**config.mk**
```make
export PLATFORM = sky130hd
export DESIGN_NAME = alu16_sequencer
export DESIGN_NICKNAME = d
export VERILOG_FILES = /design/src/rtl/alu16_seq_pkg.sv /design/src/rtl/regfile16x16.sv /design/src/rtl/alu16_sequencer.sv
export SDC_FILE = /design/constraint.sdc
export NUM_CORES = 1
export LEC_CHECK = 0
export ABC_CLOCK_PERIOD_IN_PS = 2950
export BUFFER_PORTS_ARGS = -buffer_cell sky130_fd_sc_hd__buf_2
export CAP_MARGIN = 20
export CORE_ASPECT_RATIO = 0.6
export CORE_MARGIN = 1.5
export CORE_UTILIZATION = 45
export DETAILED_ROUTE_END_ITERATION = 10
export PLACE_DENSITY = 0.69
export SETUP_SLACK_MARGIN = 0.5
export SLEW_MARGIN = 15
export SYNTH_ARGS = -nofsm -noshare
export SYNTH_HDL_FRONTEND = slang
export SYNTH_SLANG_ARGS = --single-unit
```
**constraint.sdc**
```tcl
create_clock -name clk -period 2.95 [get_ports clk]
set_clock_uncertainty 0.1 [all_clocks]
set_input_delay 0.59 -clock clk [delete_from_list [all_inputs] [get_ports clk]]
set_output_delay 0.59 -clock clk [all_outputs]
set_load 0.02 [all_outputs]
```
**src/rtl/alu16_seq_pkg.sv**
```systemverilog
// Shared types and constants for the alu16_sequencer front end and its register file.
package alu16_seq_pkg;

    localparam int DATA_W = 16;
    localparam int ADDR_W = 4;
    localparam int FLAG_W = 5;

    typedef enum logic [1:0] {
        S_IDLE = 2'd0,
        S_OPRD = 2'd1,
        S_EXEC = 2'd2,
        S_WB   = 2'd3
    } seq_state_t;

    localparam logic [3:0] OP_ADD = 4'b0000;
    localparam logic [3:0] OP_INC = 4'b0010;
    localparam logic [3:0] OP_SUB = 4'b0011;

    // Bit positions inside the {N,L,Z,C,F} flags vector.
    localparam int FLG_F = 0;
    localparam int FLG_C = 1;
    localparam int FLG_Z = 2;
    localparam int FLG_L = 3;
    localparam int FLG_N = 4;

    function automatic logic [FLAG_W-1:0] pack_flags(input logic n, input logic l,
                                                     input logic z, input logic c,
                                                     input logic f);
        logic [FLAG_W-1:0] v;
        v        = '0;
        v[FLG_N] = n;
        v[FLG_L] = l;
        v[FLG_Z] = z;
        v[FLG_C] = c;
        v[FLG_F] = f;
        return v;
    endfunction

endpackage

```
**src/rtl/regfile16x16.sv**
```systemverilog
// 16x16 register file: two operand read ports, one debug read port, one write port.
// With ALU16_SEQ_R0_ZERO_EN defined, r0 reads as zero and ignores writes.
module regfile16x16
    import alu16_seq_pkg::*;
#(
    parameter int DEPTH = 16
) (
    input  logic              clk,
    input  logic              rst_n,
    input  logic [ADDR_W-1:0] ra_addr,
    output logic [DATA_W-1:0] ra_data,
    input  logic [ADDR_W-1:0] rb_addr,
    output logic [DATA_W-1:0] rb_data,
    input  logic [ADDR_W-1:0] dbg_addr,
    output logic [DATA_W-1:0] dbg_data,
    input  logic              wr_en,
    input  logic [ADDR_W-1:0] wr_addr,
    input  logic [DATA_W-1:0] wr_data
);

    logic [DATA_W-1:0] mem_q [DEPTH];
    logic [DATA_W-1:0] mem_d [DEPTH];
    logic              wr_ok;

`ifdef ALU16_SEQ_R0_ZERO_EN
    assign wr_ok    = (wr_addr != '0);
    assign ra_data  = (ra_addr  == '0) ? '0 : mem_q[ra_addr];
    assign rb_data  = (rb_addr  == '0) ? '0 : mem_q[rb_addr];
    assign dbg_data = (dbg_addr == '0) ? '0 : mem_q[dbg_addr];
`else
    assign wr_ok    = 1'b1;
    assign ra_data  = mem_q[ra_addr];
    assign rb_data  = mem_q[rb_addr];
    assign dbg_data = mem_q[dbg_addr];
`endif

    always_comb begin
        mem_d = mem_q;
        if (wr_en && wr_ok) begin
            mem_d[wr_addr] = wr_data;
        end
    end

    always_ff @(posedge clk or negedge rst_n) begin
        if (!rst_n) begin
            for (int i = 0; i < DEPTH; i++) begin
                mem_q[i] <= '0;
            end
        end else begin
            mem_q <= mem_d;
        end
    end

endmodule

```
**src/rtl/alu16_sequencer.sv**
```systemverilog
// Command-driven front end for the external combinational ALU16: IDLE -> OPRD -> EXEC -> WB.
// Optional ALU16_SEQ_R0_ZERO_EN makes r0 a hard-wired zero register.
module alu16_sequencer
    import alu16_seq_pkg::*;
#(
    parameter int DEPTH = 16
) (
    input  logic              clk,
    input  logic              rst_n,
    input  logic              cmd_valid,
    output logic              cmd_ready,
    input  logic              cmd_load,
    input  logic [3:0]        cmd_sel,
    input  logic [ADDR_W-1:0] cmd_rd,
    input  logic [ADDR_W-1:0] cmd_ra,
    input  logic [ADDR_W-1:0] cmd_rb,
    input  logic [DATA_W-1:0] cmd_imm,
    input  logic              cmd_setf,
    output logic [DATA_W-1:0] alu_a,
    output logic [DATA_W-1:0] alu_b,
    output logic [3:0]        alu_sel,
    input  logic [DATA_W-1:0] alu_out,
    input  logic              alu_n,
    input  logic              alu_l,
    input  logic              alu_z,
    input  logic              alu_c,
    input  logic              alu_f,
    output logic              done,
    output logic [FLAG_W-1:0] flags,
    input  logic [ADDR_W-1:0] dbg_addr,
    output logic [DATA_W-1:0] dbg_data
);

    seq_state_t        state_q, state_d;
    logic              ready_q, ready_d;
    logic              done_q, done_d;
    logic              load_q, load_d;
    logic              setf_q, setf_d;
    logic [ADDR_W-1:0] rd_q, rd_d;
    logic [ADDR_W-1:0] ra_q, ra_d;
    logic [ADDR_W-1:0] rb_q, rb_d;
    logic [DATA_W-1:0] imm_q, imm_d;
    logic [3:0]        alu_sel_q, alu_sel_d;
    logic [DATA_W-1:0] opa_q, opa_d;
    logic [DATA_W-1:0] opb_q, opb_d;
    logic [DATA_W-1:0] res_q, res_d;
    logic [FLAG_W-1:0] res_flags_q, res_flags_d;
    logic [FLAG_W-1:0] flags_q, flags_d;

    logic [DATA_W-1:0] ra_data, rb_data;
    logic              wr_en;
    logic [DATA_W-1:0] wr_data;

    assign wr_en   = (state_q == S_WB);
    assign wr_data = load_q ? imm_q : res_q;

    regfile16x16 #(
        .DEPTH (DEPTH)
    ) u_rf (
        .clk      (clk),
        .rst_n    (rst_n),
        .ra_addr  (ra_q),
        .ra_data  (ra_data),
        .rb_addr  (rb_q),
        .rb_data  (rb_data),
        .dbg_addr (dbg_addr),
        .dbg_data (dbg_data),
        .wr_en    (wr_en),
        .wr_addr  (rd_q),
        .wr_data  (wr_data)
    );

    always_comb begin
        state_d     = state_q;
        ready_d     = ready_q;
        done_d      = done_q;
        load_d      = load_q;
        setf_d      = setf_q;
        rd_d        = rd_q;
        ra_d        = ra_q;
        rb_d        = rb_q;
        imm_d       = imm_q;
        alu_sel_d   = alu_sel_q;
        opa_d       = opa_q;
        opb_d       = opb_q;
        res_d       = res_q;
        res_flags_d = res_flags_q;
        flags_d     = flags_q;
        case (state_q)
            S_IDLE: begin
                if (cmd_valid && ready_q) begin
                    load_d    = cmd_load;
                    setf_d    = cmd_setf;
                    rd_d      = cmd_rd;
                    ra_d      = cmd_ra;
                    rb_d      = cmd_rb;
                    imm_d     = cmd_imm;
                    alu_sel_d = cmd_sel;
                    ready_d   = 1'b0;
                    // Loads skip the ALU entirely and write back on the next cycle.
                    if (cmd_load) begin
                        state_d = S_WB;
                        done_d  = 1'b1;
                    end else begin
                        state_d = S_OPRD;
                    end
                end
            end
            S_OPRD: begin
                opa_d   = ra_data;
                opb_d   = rb_data;
                state_d = S_EXEC;
            end
            S_EXEC: begin
                res_d       = alu_out;
                res_flags_d = pack_flags(alu_n, alu_l, alu_z, alu_c, alu_f);
                done_d      = 1'b1;
                state_d     = S_WB;
            end
            S_WB: begin
                if (setf_q && !load_q) begin
                    flags_d = res_flags_q;
                end
                done_d    = 1'b0;
                ready_d   = 1'b1;
                alu_sel_d = '0;
                state_d   = S_IDLE;
            end
            default: begin
                state_d   = S_IDLE;
                ready_d   = 1'b1;
                done_d    = 1'b0;
                alu_sel_d = '0;
            end
        endcase
    end

    always_ff @(posedge clk or negedge rst_n) begin
        if (!rst_n) begin
            state_q     <= S_IDLE;
            ready_q     <= 1'b1;
            done_q      <= 1'b0;
            load_q      <= 1'b0;
            setf_q      <= 1'b0;
            rd_q        <= '0;
            ra_q        <= '0;
            rb_q        <= '0;
            imm_q       <= '0;
            alu_sel_q   <= '0;
            opa_q       <= '0;
            opb_q       <= '0;
            res_q       <= '0;
            res_flags_q <= '0;
            flags_q     <= '0;
        end else begin
            state_q     <= state_d;
            ready_q     <= ready_d;
            done_q      <= done_d;
            load_q      <= load_d;
            setf_q      <= setf_d;
            rd_q        <= rd_d;
            ra_q        <= ra_d;
            rb_q        <= rb_d;
            imm_q       <= imm_d;
            alu_sel_q   <= alu_sel_d;
            opa_q       <= opa_d;
            opb_q       <= opb_d;
            res_q       <= res_d;
            res_flags_q <= res_flags_d;
            flags_q     <= flags_d;
        end
    end

    assign cmd_ready = ready_q;
    assign done      = done_q;
    assign flags     = flags_q;
    assign alu_a     = opa_q;
    assign alu_b     = opb_q;
    assign alu_sel   = alu_sel_q;

endmodule

```
==> run summary, run 1 <==
• finished clean — run status
• -0.0736 ns — pre-CTS worst setup slack
• reg -> out — critical path type
• 10.4 nW — static power due to leakage
• 0.453 — sequential-to-total area share from yosys stat
• 0 — Finish-stage setup viols
• 2.26 ns — required time of the critical path
• 0.460 — Initial Util
• 164 µm — height of the chip
• 433 nW/µm² — P per Cell Area
• output port — CP endpoint kind
• in -> reg — type of the worst min-delay path
• 0 — detailed-route DRC error count
• 4 — crit path max fanout
• 2003 — final std cells w/o fill
• 121 — I/O pin count
• 17.9% — post-synthesis to final-layout area growth
• 5 — Detailed Routing Iterations Pass 1
• 42200 µm² — Core Area
• sky130_fd_sc_hd__dfrtp_1 (351), sky130_fd_sc_hd__mux2_2 (307), sky130_fd_sc_hd__mux4_2 (163) — top cells by instance count after synthesis
• 58 — standard-cell rows
• 0 — antenna violations before repair
• 13000 — number of global-route vias before repair
• 1205 — count of mapped cells out of synthesis
• 0 — GRT overflow
• 0 — Post-synth EDFFs
• 0.543 — final core utilization
• 352 — clk sinks
• cmd_rd[1] — hold path start
• 0 — Final Hold Vio Count
• 0.260 — global router's overall resource usage
• 0.859 — weighted congestion at the end of routability-driven global placement
• 0.956 — fin crit share
• 354 MHz — Achievable Freq
• 0.06 ns — CTS clock-pin slew for the worst setup and hold paths
• 0.805 ns — actual slew at the worst max-slew pin
• sky130_fd_sc_hd__dfrtp_1 — dominant register cell in the synthesized netlist
• sky130_fd_sc_hd__dfrtp_1 — most frequent cell after synthesis
• 0 — antenna diode count
• 2 — H-tree levels
• sky130_fd_sc_hd__clkbuf_16 — clk root buf
• 1389 — Iteration-0 DRC Markers
• 23000 µm — DRT met1 WL
• 71 — pin count of the biggest net entering global routing
• true — setup repair after global routing missed its margin
• 2 — worst hold path depth
• sky130_fd_sc_hd__dfrtp_1 — library cell with the largest summed area after synthesis
• 22900 µm² — total non-filler cell area in the finished layout
• 44500 µm² — Die Footprint
• 120 — count of buffers from port buffering
• 3447 — number of filler cells placed in the layout
• 352 — post-synthesis register bit count
• 7310 µm — wire length on met3
• 3 — Clock Tree Buf Depth
• 1273 — net count of the mapped netlist
• 36 — count of unique library cells instantiated by Yosys
• 0.129 ns — post-route setup slack
• 36 — cts bufs inserted
• sky130_fd_sc_hd__dfrtp_1 (45%), sky130_fd_sc_hd__mux4_2 (19%), sky130_fd_sc_hd__mux2_2 (18%) — Area contributors post-synth
• 6.43 — vias per inst
• 56800 µm — Routed WL
• 0.452 — portion of synthesized cell area occupied by the leading cell type
• 0.334 mV — worst vdd rail ir drop
• 0 — Synth Warn #
• 0.53 ns — Clk Latency, worst-skew pair
• 0 — remaining antenna violation count
• 28.3 µm — wire per inst
• 35200 µm — HPWL after DPL
• 25200 µm — detailed route wirelength on metal2
• 1478 — net total in the final layout
• 271 µm — die outline width
• 9830 µm² — area of the multi-input gates
• 20600 µm² — area after detailed placement
• built — CTS tree
• 85300 µm — global-route wire length before repair
• 2.82 ns — Final min period
• 16.1 µm² — mean cell area of the mapped netlist
• 9.92 mW — post-layout power
• 0.190 ns — final hold slack
• u_rf.mem_q[206] — critical path startpoint
• 0 — reported max-cap violation count
• 12900 — vias post-DR
• 0.625 — share of layout cells above drive strength 1
• 8830 µm² — Register Area
• 0.464 — Relative slew margins
• 4 — Worst Reg2Reg Path Length in Cells
• flip-flop — nature of the critical path startpoint
• 0 ns — total negative slack
• 19400 µm² — total standard cell area after synthesis
• met4 — uppermost layer routed
• 1835 — count of placed standard cells including taps
• 1.00 — share of synthesized flip-flops with an asynchronous set or reset
• 2.13 ns — critical path data arrival time
• rb_q[3] — startpoint of the worst register-to-register path
• 0 — Final Max Slew Viols
## cell usage in the layout (no fill, tap or decap), types with 9 or more instances in the layout
cell,n
sky130_fd_sc_hd__a221oi_1,32
sky130_fd_sc_hd__mux2_2,307
sky130_fd_sc_hd__mux4_2,208
sky130_fd_sc_hd__mux2i_1,34
sky130_fd_sc_hd__dfrtp_1,345
sky130_fd_sc_hd__o22ai_1,32
sky130_fd_sc_hd__nor2_1,33
sky130_fd_sc_hd__buf_6,17
sky130_fd_sc_hd__buf_2,102
sky130_fd_sc_hd__buf_4,138
sky130_fd_sc_hd__clkbuf_16,37
sky130_fd_sc_hd__nor2_2,9
sky130_fd_sc_hd__mux2_4,20
sky130_fd_sc_hd__buf_12,17
## final timing paths
| path | to | slack [ns] |
|---|---|---|
| max in group asynchronous | res_q[7] | 1.44 |
| setup / recovery | dbg_data[14] | 0.13 |
| hold reg to reg | imm_q[4] | 0.40 |
| min in group asynchronous | u_rf.mem_q[35] | 0.54 |
| hold / removal | rd_q[1] | 0.19 |
| setup reg to reg | alu_b[12] | 0.59 |
## where the power goes
part | internal [mW] | leakage, nW | switching, mW | total, mW
Clock | 2.83 | 0.590 | 1.95 | 4.78
Sequential | 4.83 | 4.90 | 0 | 4.83
Combinational | 0.132 | 4.94 | 0.185 | 0.317
Total | 7.79 | 10.4 | 2.13 | 9.92
## registers in the layout (all words and copies together) (netlist names), 4 cells and up
signal	cells
u_rf.mem_q	256
alu_sel	4
alu_b	16
res_flags_q	5
ra_q	4
alu_a	16
res_q	16
flags	5
rd_q	4
rb_q	4
imm_q	16
## final cells by class
class | instances | area share
clock buffer | 52 | 0.0459
clock inverter | 9 | 0.00671
inverter | 4 | 0.000655
multi-input combinational | 731 | 0.429
sequential | 352 | 0.385
tap | 570 | 0.0311
timing repair buffer | 285 | 0.102
## cells by family (layout without fill, tap and decap cells)
| kind of cell | Yosys count | count (layout) | synth area share |
|---|---|---|---|
| muxes | 570 | 570 | 0.461 |
| adders and majority gates | 6 | 6 | 0.00386 |
| DFF | 352 | 352 | 0.453 |
| AOI/OAI and AO/OA | 78 | 78 | 0.0287 |
| buffers and inverters | 122 | 350 | 0.0336 |
| and+or+nand+nor | 77 | 77 | 0.0199 |
## metal layers
layer  vias up  GRT usage
met5         -          0
li1       5180          -
met2       871      0.386
met4         0     0.0639
met1      6743      0.366
met3        95     0.0892
## what timing repair did
action,in CTS,in global routing
gates resized for setup,52,6
buffers inserted,70,30
endpoints found under the setup margin,16,16
gates cloned,6,0
hold endpoints to repair,62,0
hold buffers,1,0
## worst max-delay path, cell delays in order (launching register included)
cell                      delay [ns]
sky130_fd_sc_hd__dfrtp_1        0.43
sky130_fd_sc_hd__mux4_2         0.49
sky130_fd_sc_hd__mux4_2         0.52
sky130_fd_sc_hd__buf_6          0.16
(Power assumes the default switching activity.)
==> run 2, diff against run 1 <==
HOLD_SLACK_MARGIN = 0.05   (was not set)
SYNTH_HIERARCHICAL = 1   (was not set)
==> run 2 against run 1 <==
Compared with the run above: area after synthesis down 0.41%; sequential power is essentially flat; synthesized cell count grew 2.4%; critical endpoint is now dbg_data[5].
==> run summary, run 2 <==
• 7.92 mW — cell-internal power
• 0.222 — switching share of power
• 0.625 — share of layout cells above drive strength 1
• 58 — standard-cell rows
• 4 — crit path max fanout
• 0 — antenna diode count
• finished clean — run status
• 0 — reported max-cap violation count
• 2 — H-tree levels
• 17.4% — post-synthesis to final-layout area growth
• output port — CP endpoint kind
• 0.459 — Initial Util
• 1878 — count of placed standard cells including taps
• 15.7 µm² — mean cell area of the mapped netlist
• 0.62 ns — reg-to-reg setup timing slack
• 1234 — count of mapped cells out of synthesis
• 0.481 — Relative slew margins
• 2.25 mW — total net switching power
• 1443 — net total in the final layout
• true — setup repair after global routing missed its margin
• 0.263 — global router's overall resource usage
• 13300 — number of global-route vias before repair
• 42200 µm² — Core Area
• sky130_fd_sc_hd__dfrtp_1 — most common library cell in the layout ignoring fill and taps
• 10.6 nW — static power due to leakage
• 0.374 mV — worst vdd rail ir drop
• 0.904 — fin crit share
• sky130_fd_sc_hd__dfrtp_1 — most frequent cell after synthesis
• 2 — worst hold path depth
• flip-flop — nature of the critical path startpoint
• 0.455 — sequential-to-total area share from yosys stat
• 0 — Final Max Slew Viols
• 0 — Finish-stage setup viols
• 0.06 ns — CTS clock-pin slew for the worst setup and hold paths
• 5 — Worst Reg2Reg Path Length in Cells
• 271 µm — die outline width
• u_rf/mem_q — Reg with most FFs
• 86000 µm — global-route wire length before repair
• 19400 µm² — total standard cell area after synthesis
• sky130_fd_sc_hd__clkbuf_16 — clk root buf
• 0.035 — logic gate share of total power
• 121 — I/O pin count
• 20800 µm² — area after detailed placement
• 1.98 ns — critical path data arrival time
• 120 — count of buffers from port buffering
• 29.2 µm — wire per inst
• sky130_fd_sc_hd__dfrtp_1 (351), sky130_fd_sc_hd__mux2_2 (308), sky130_fd_sc_hd__mux4_2 (192) — top cells by instance count after synthesis
• 352 — post-synthesis register bit count
• 0.842 — weighted congestion at the end of routability-driven global placement
• 3 — Clock Tree Buf Depth
• 0.55 ns — Clk Latency, worst-skew pair
• 0 — Post-synth EDFFs
• sky130_fd_sc_hd__dfrtp_1 — dominant register cell in the synthesized netlist
• 0 — detailed-route DRC error count
• 35200 µm — HPWL after DPL
• 22700 µm² — total non-filler cell area in the finished layout
• 1.00 — share of synthesized flip-flops with an asynchronous set or reset
• 38 — count of unique library cells instantiated by Yosys
• 256 — number of flip-flops in the largest register
• sky130_fd_sc_hd__dfrtp_1 — library cell with the largest summed area after synthesis
• 0.490 — portion of total power attributed to the clock network
• 5 — Detailed Routing Iterations Pass 1
• in -> reg — type of the worst min-delay path
• 0.454 — portion of synthesized cell area occupied by the leading cell type
• 80 — pin count of the biggest net entering global routing
• 447 nW/µm² — P per Cell Area
• sky130_fd_sc_hd__dfrtp_1 (45%), sky130_fd_sc_hd__mux4_2 (22%), sky130_fd_sc_hd__mux2_2 (18%) — Area contributors post-synth
• 37 — cts bufs inserted
• 0 ns — total negative slack
• 164 µm — height of the chip
• 0 — remaining antenna violation count
• 0.475 — sequential share of power
• 6.47 — vias per inst
• 6 — Synth Warn #
• sky130_fd_sc_hd__dfrtp_1 (347), sky130_fd_sc_hd__mux2_2 (308), sky130_fd_sc_hd__mux4_2 (192) — top library cells by usage in the layout, fill and taps aside
• 0.776 ns — actual slew at the worst max-slew pin
• 2.67 ns — Final min period
• 12800 — vias post-DR
• 0 — GRT overflow
• 57500 µm — Routed WL
• 0 — Final Hold Vio Count
• 3 — antenna violations before repair
• 375 MHz — Achievable Freq
• 2.26 ns — required time of the critical path
• built — CTS tree
• 1301 — net count of the mapped netlist
• 1145 — Iteration-0 DRC Markers
• 352 — clk sinks
• 1972 — final std cells w/o fill
• reg -> out — critical path type
• 44300 µm² — Die Footprint
[run 2: cell count changes after synthesis, sizes merged, moves of 28 or more]
cell / before / now
mux2i: 34 / 1
mux2: 328 / 359
o22ai: 32 / 0
a221oi: 32 / 4
nand2: 8 / 53
a22oi: 0 / 96
[run 2: kinds of logic (layout without fill, tap and decap cells)]
logic type,count (synthesis),after routing,share of synthesized area
DFF,352,352,0.455
buffers and inverters,116,284,0.0311
adders and majority gates,5,5,0.00323
and+or+nand+nor,96,96,0.0258
muxes,552,552,0.442
AOI/OAI and AO/OA,113,113,0.0428
[run 2: worst paths after layout]
kind / startpoint / end
setup / recovery: u_rf/mem_q[197] / dbg_data[5]
hold / removal: cmd_ra[0] / ra_q[0]
setup reg to reg: rb_q[0] / alu_b[13]
hold reg to reg: alu_b[3] / alu_b[3]
max in group asynchronous: rst_n / imm_q[8]
min in group asynchronous: rst_n / u_rf/mem_q[116]
[run 2: power by group through the flow]
| stage | Clock, mW | Combinational (mW) | Sequential, mW |
|---|---|---|---|
| finish | 4.98 | 0.358 | 4.83 |
| CTS | 5.08 | 0.351 | 4.83 |
| global route | 5.27 | 0.387 | 4.82 |
| detailed placement | 0 | 0.297 | 4.92 |
| floorplan | 0 | 0.0941 | 4.92 |
| global placement | 0 | 0.291 | 4.92 |
[run 2: through the flow]
step / util / worst slack, ns / total power [mW] / hold WS (ns)
floorplan: - / 0.511 / 5.01 / 0.194
global placement: 0.494 / 0.0916 / 5.21 / 0.368
detailed placement: 0.494 / 0.0569 / 5.21 / 0.379
CTS: 0.535 / 0.278 / 10.3 / 0.150
global route: 0.539 / 0.221 / 10.5 / 0.163
finish: 0.539 / 0.285 / 10.2 / 0.167
[run 2: per-layer routing]
layer / vias up / track usage / part of all wire
li1: 5137 / - / -
met1: 6673 / 0.372 / 0.42
met2: 775 / 0.382 / 0.43
met3: 174 / 0.0797 / 0.11
met4: 2 / 0.0962 / 0.039
met5: - / 0 / 0.00017
[run 2: timing repair]
| item | in CTS | in global routing |
|---|---|---|
| endpoints found under the hold margin | 51 | 0 |
| resized for setup | 39 | 9 |
| buffers inserted | 9 | 10 |
| endpoints found under the setup margin | 39 | 19 |
| cloned | 6 | 2 |
| pin swaps | 12 | 6 |
| hold buffers | 1 | 0 |
[run 2: critical path: stages (launching register included)]
cell and delay [ns]:
sky130_fd_sc_hd__dfrtp_1 0.41, sky130_fd_sc_hd__mux4_2 0.49, sky130_fd_sc_hd__a22oi_2 0.26, sky130_fd_sc_hd__nand2_2 0.12, sky130_fd_sc_hd__buf_6 0.15
[run 2: layout make-up]
cell class	count	area, µm²
inverter	4	15.0
fill	3417	19400
clock buffer	52	1090
timing repair buffer	215	1830
clock inverter	13	184
sequential	352	8820
multi-input combinational	766	10100
tap	570	713
==> run 3, diff against run 2 <==
--- a/config.mk
+++ b/config.mk
@@ -15,3 +15,3 @@
 export HOLD_SLACK_MARGIN = 0.05
-export PLACE_DENSITY = 0.69
+export PLACE_DENSITY = 0.58
 export SETUP_SLACK_MARGIN = 0.5
--- a/constraint.sdc
+++ b/constraint.sdc
@@ -4,2 +4,2 @@
 set_output_delay 0.59 -clock clk [all_outputs]
-set_load 0.02 [all_outputs]
+set_load 0.01 [all_outputs]
==> run 3 against run 2 <==
Compared with the run above: sequential power is essentially flat; power shrank 2.0%; global-route usage grew 1.1 points; worst hold slack gained 0.017 ns; combinational power shrank 3%; critical path depth is the same; via count is essentially flat; core utilization grew 0.45 points; critical path type unchanged; critical endpoint is now dbg_data[9].
==> run summary, run 3 (synthesized netlist as in run 2, its figures left out) <==
• 375 MHz — Achievable Freq
• 37 — cts bufs inserted
• 1.98 ns — critical path data arrival time
• 0 — remaining antenna violation count
• 0 — detailed-route DRC error count
• 18.4% — post-synthesis to final-layout area growth
• 0.262 — Relative slew margins
• 0 ns — total negative slack
• 12800 — number of global-route vias before repair
• 1.10 ns — actual slew at the worst max-slew pin
• 6.38 — vias per inst
• 0.459 — Initial Util
• 2.26 ns — required time of the critical path
• 435 nW/µm² — P per Cell Area
• sky130_fd_sc_hd__dfrtp_1 (344), sky130_fd_sc_hd__mux2_2 (308), sky130_fd_sc_hd__mux4_2 (192) — top library cells by usage in the layout, fill and taps aside
• 4 — Levels on crit path
• 10.8 nW — static power due to leakage
• 36200 µm — HPWL after DPL
• 0.273 — global router's overall resource usage
• 0.219 — switching share of power
• sky130_fd_sc_hd__clkbuf_16 — clk root buf
• 0.484 — sequential share of power
• 0 — Finish-stage setup viols
• 80 — pin count of the biggest net entering global routing
• u_rf/mem_q — Reg with most FFs
• 271 µm — die outline width
• output port — CP endpoint kind
• 29.7 µm — wire per inst
• 352 — clk sinks
• 0.50 ns — Critical Path Max Stage Delay
• sky130_fd_sc_hd__dfrtp_1 — most common library cell in the layout ignoring fill and taps
• 0.340 mV — worst vdd rail ir drop
• 2.67 ns — Final min period
• 0 — reported max-cap violation count
• 7.78 mW — cell-internal power
• 12800 — vias post-DR
• 2002 — final std cells w/o fill
• 2 — worst hold path depth
• 0.623 — share of layout cells above drive strength 1
• 3 — Clock Tree Buf Depth
• 0.481 — portion of total power attributed to the clock network
• 6 — Worst Reg2Reg Path Length in Cells
• 0.904 — fin crit share
• 0 — GRT overflow
• 0.035 — logic gate share of total power
• 1476 — net total in the final layout
• in -> reg — type of the worst min-delay path
• 0.06 ns — CTS clock-pin slew for the worst setup and hold paths
• built — CTS tree
• 0 — Final Max Slew Viols
• 5 — Detailed Routing Iterations Pass 1
• 9.97 mW — post-layout power
• 0 — antenna violations before repair
• 120 — count of buffers from port buffering
• 59400 µm — Routed WL
• 121 — I/O pin count
• 58 — standard-cell rows
• reg -> out — critical path type
• mux4_2 > a22oi_1 > nand2_1 > buf_2 — cell breakdown of the critical path
• 2.18 mW — total net switching power
• 1 — count of buffer and inverter cells on the critical path
• finished clean — run status
• flip-flop — nature of the critical path startpoint
• 3506 — number of filler cells placed in the layout
• 1874 — count of placed standard cells including taps
• 1278 — Iteration-0 DRC Markers
• 0.806 — weighted congestion at the end of routability-driven global placement
• 2 — H-tree levels
• 256 — number of flip-flops in the largest register
• 0 — Final Hold Vio Count
• 42200 µm² — Core Area
• 164 µm — height of the chip
• 0.54 ns — Clk Latency, worst-skew pair
• true — setup repair after global routing missed its margin
• sky130_fd_sc_hd__mux4_2 — highest-delay cell along the critical path
• multiplexers — critical path's top delay family
• 88100 µm — global-route wire length before repair
• 44300 µm² — Die Footprint
• 3 — crit path max fanout
## run 3: changes by cell type in the layout (fill, tap and decap cells not counted), sizes merged
cell	change
diode	+1
buf	+36
clkinvlp	-3
clkinv	-1
clkbuf	-1
inv	-2
## run 3: area by class of cell
class | instances | area [µm²] | area share
inverter | 4 | 15.0 | 0.000655
clock inverter | 7 | 135 | 0.00589
sequential | 352 | 8830 | 0.385
timing repair buffer | 248 | 2130 | 0.0931
antenna | 1 | 2.50 | 0.000109
clock buffer | 54 | 1060 | 0.0462
multi-input combinational | 766 | 10000 | 0.438
tap | 570 | 713 | 0.0311
## run 3: repair_timing
action / in CTS / in global routing
setup endpoints to repair: 25 / 37
gates resized for setup: 31 / 15
setup buffers: 31 / 25
hold buffers: 1 / 0
gates cloned: 9 / 0
endpoints found under the hold margin: 45 / 0
pin swaps: 15 / 7
## run 3: worst paths after layout
path / start / slack, ns / to
max: u_rf/mem_q[201] / 0.28 / dbg_data[9]
min: cmd_imm[15] / 0.18 / imm_q[15]
max reg2reg: rb_q[0] / 0.52 / alu_b[14]
min reg2reg: alu_b[3] / 0.38 / alu_b[3]
max in group asynchronous: rst_n / 1.44 / rb_q[0]
min in group asynchronous: rst_n / 0.48 / u_rf/mem_q[114]
## run 3: power by group through the flow
| stage | Clock, mW | Sequential, mW | Combinational (mW) |
|---|---|---|---|
| finish | 4.79 | 4.83 | 0.348 |
| CTS | 4.90 | 4.83 | 0.353 |
| global placement | 0 | 4.92 | 0.290 |
| global route | 5.10 | 4.82 | 0.377 |
| floorplan | 0 | 4.92 | 0.0916 |
| detailed placement | 0 | 4.92 | 0.294 |
## run 3: metrics by stage
| stage | utilization | hold slack (ns) | worst slack [ns] | instance area (µm²) |
|---|---|---|---|---|
| after floorplan | - | 0.194 | 0.515 | 19400 |
| after global placement | 0.495 | 0.363 | 0.115 | 20900 |
| after detailed placement | 0.495 | 0.375 | 0.110 | 20900 |
| after CTS | 0.538 | 0.165 | 0.307 | 22700 |
| after global routing | 0.544 | 0.168 | 0.205 | 22900 |
| final | 0.544 | 0.184 | 0.282 | 22900 |
## run 3: routing by layer
metal	share of wire	GRT usage	wire, µm
met1	0.46	0.423	27400
met2	0.42	0.382	25200
met3	0.089	0.0674	5310
met4	0.025	0.0716	1500
met5	0	0	0
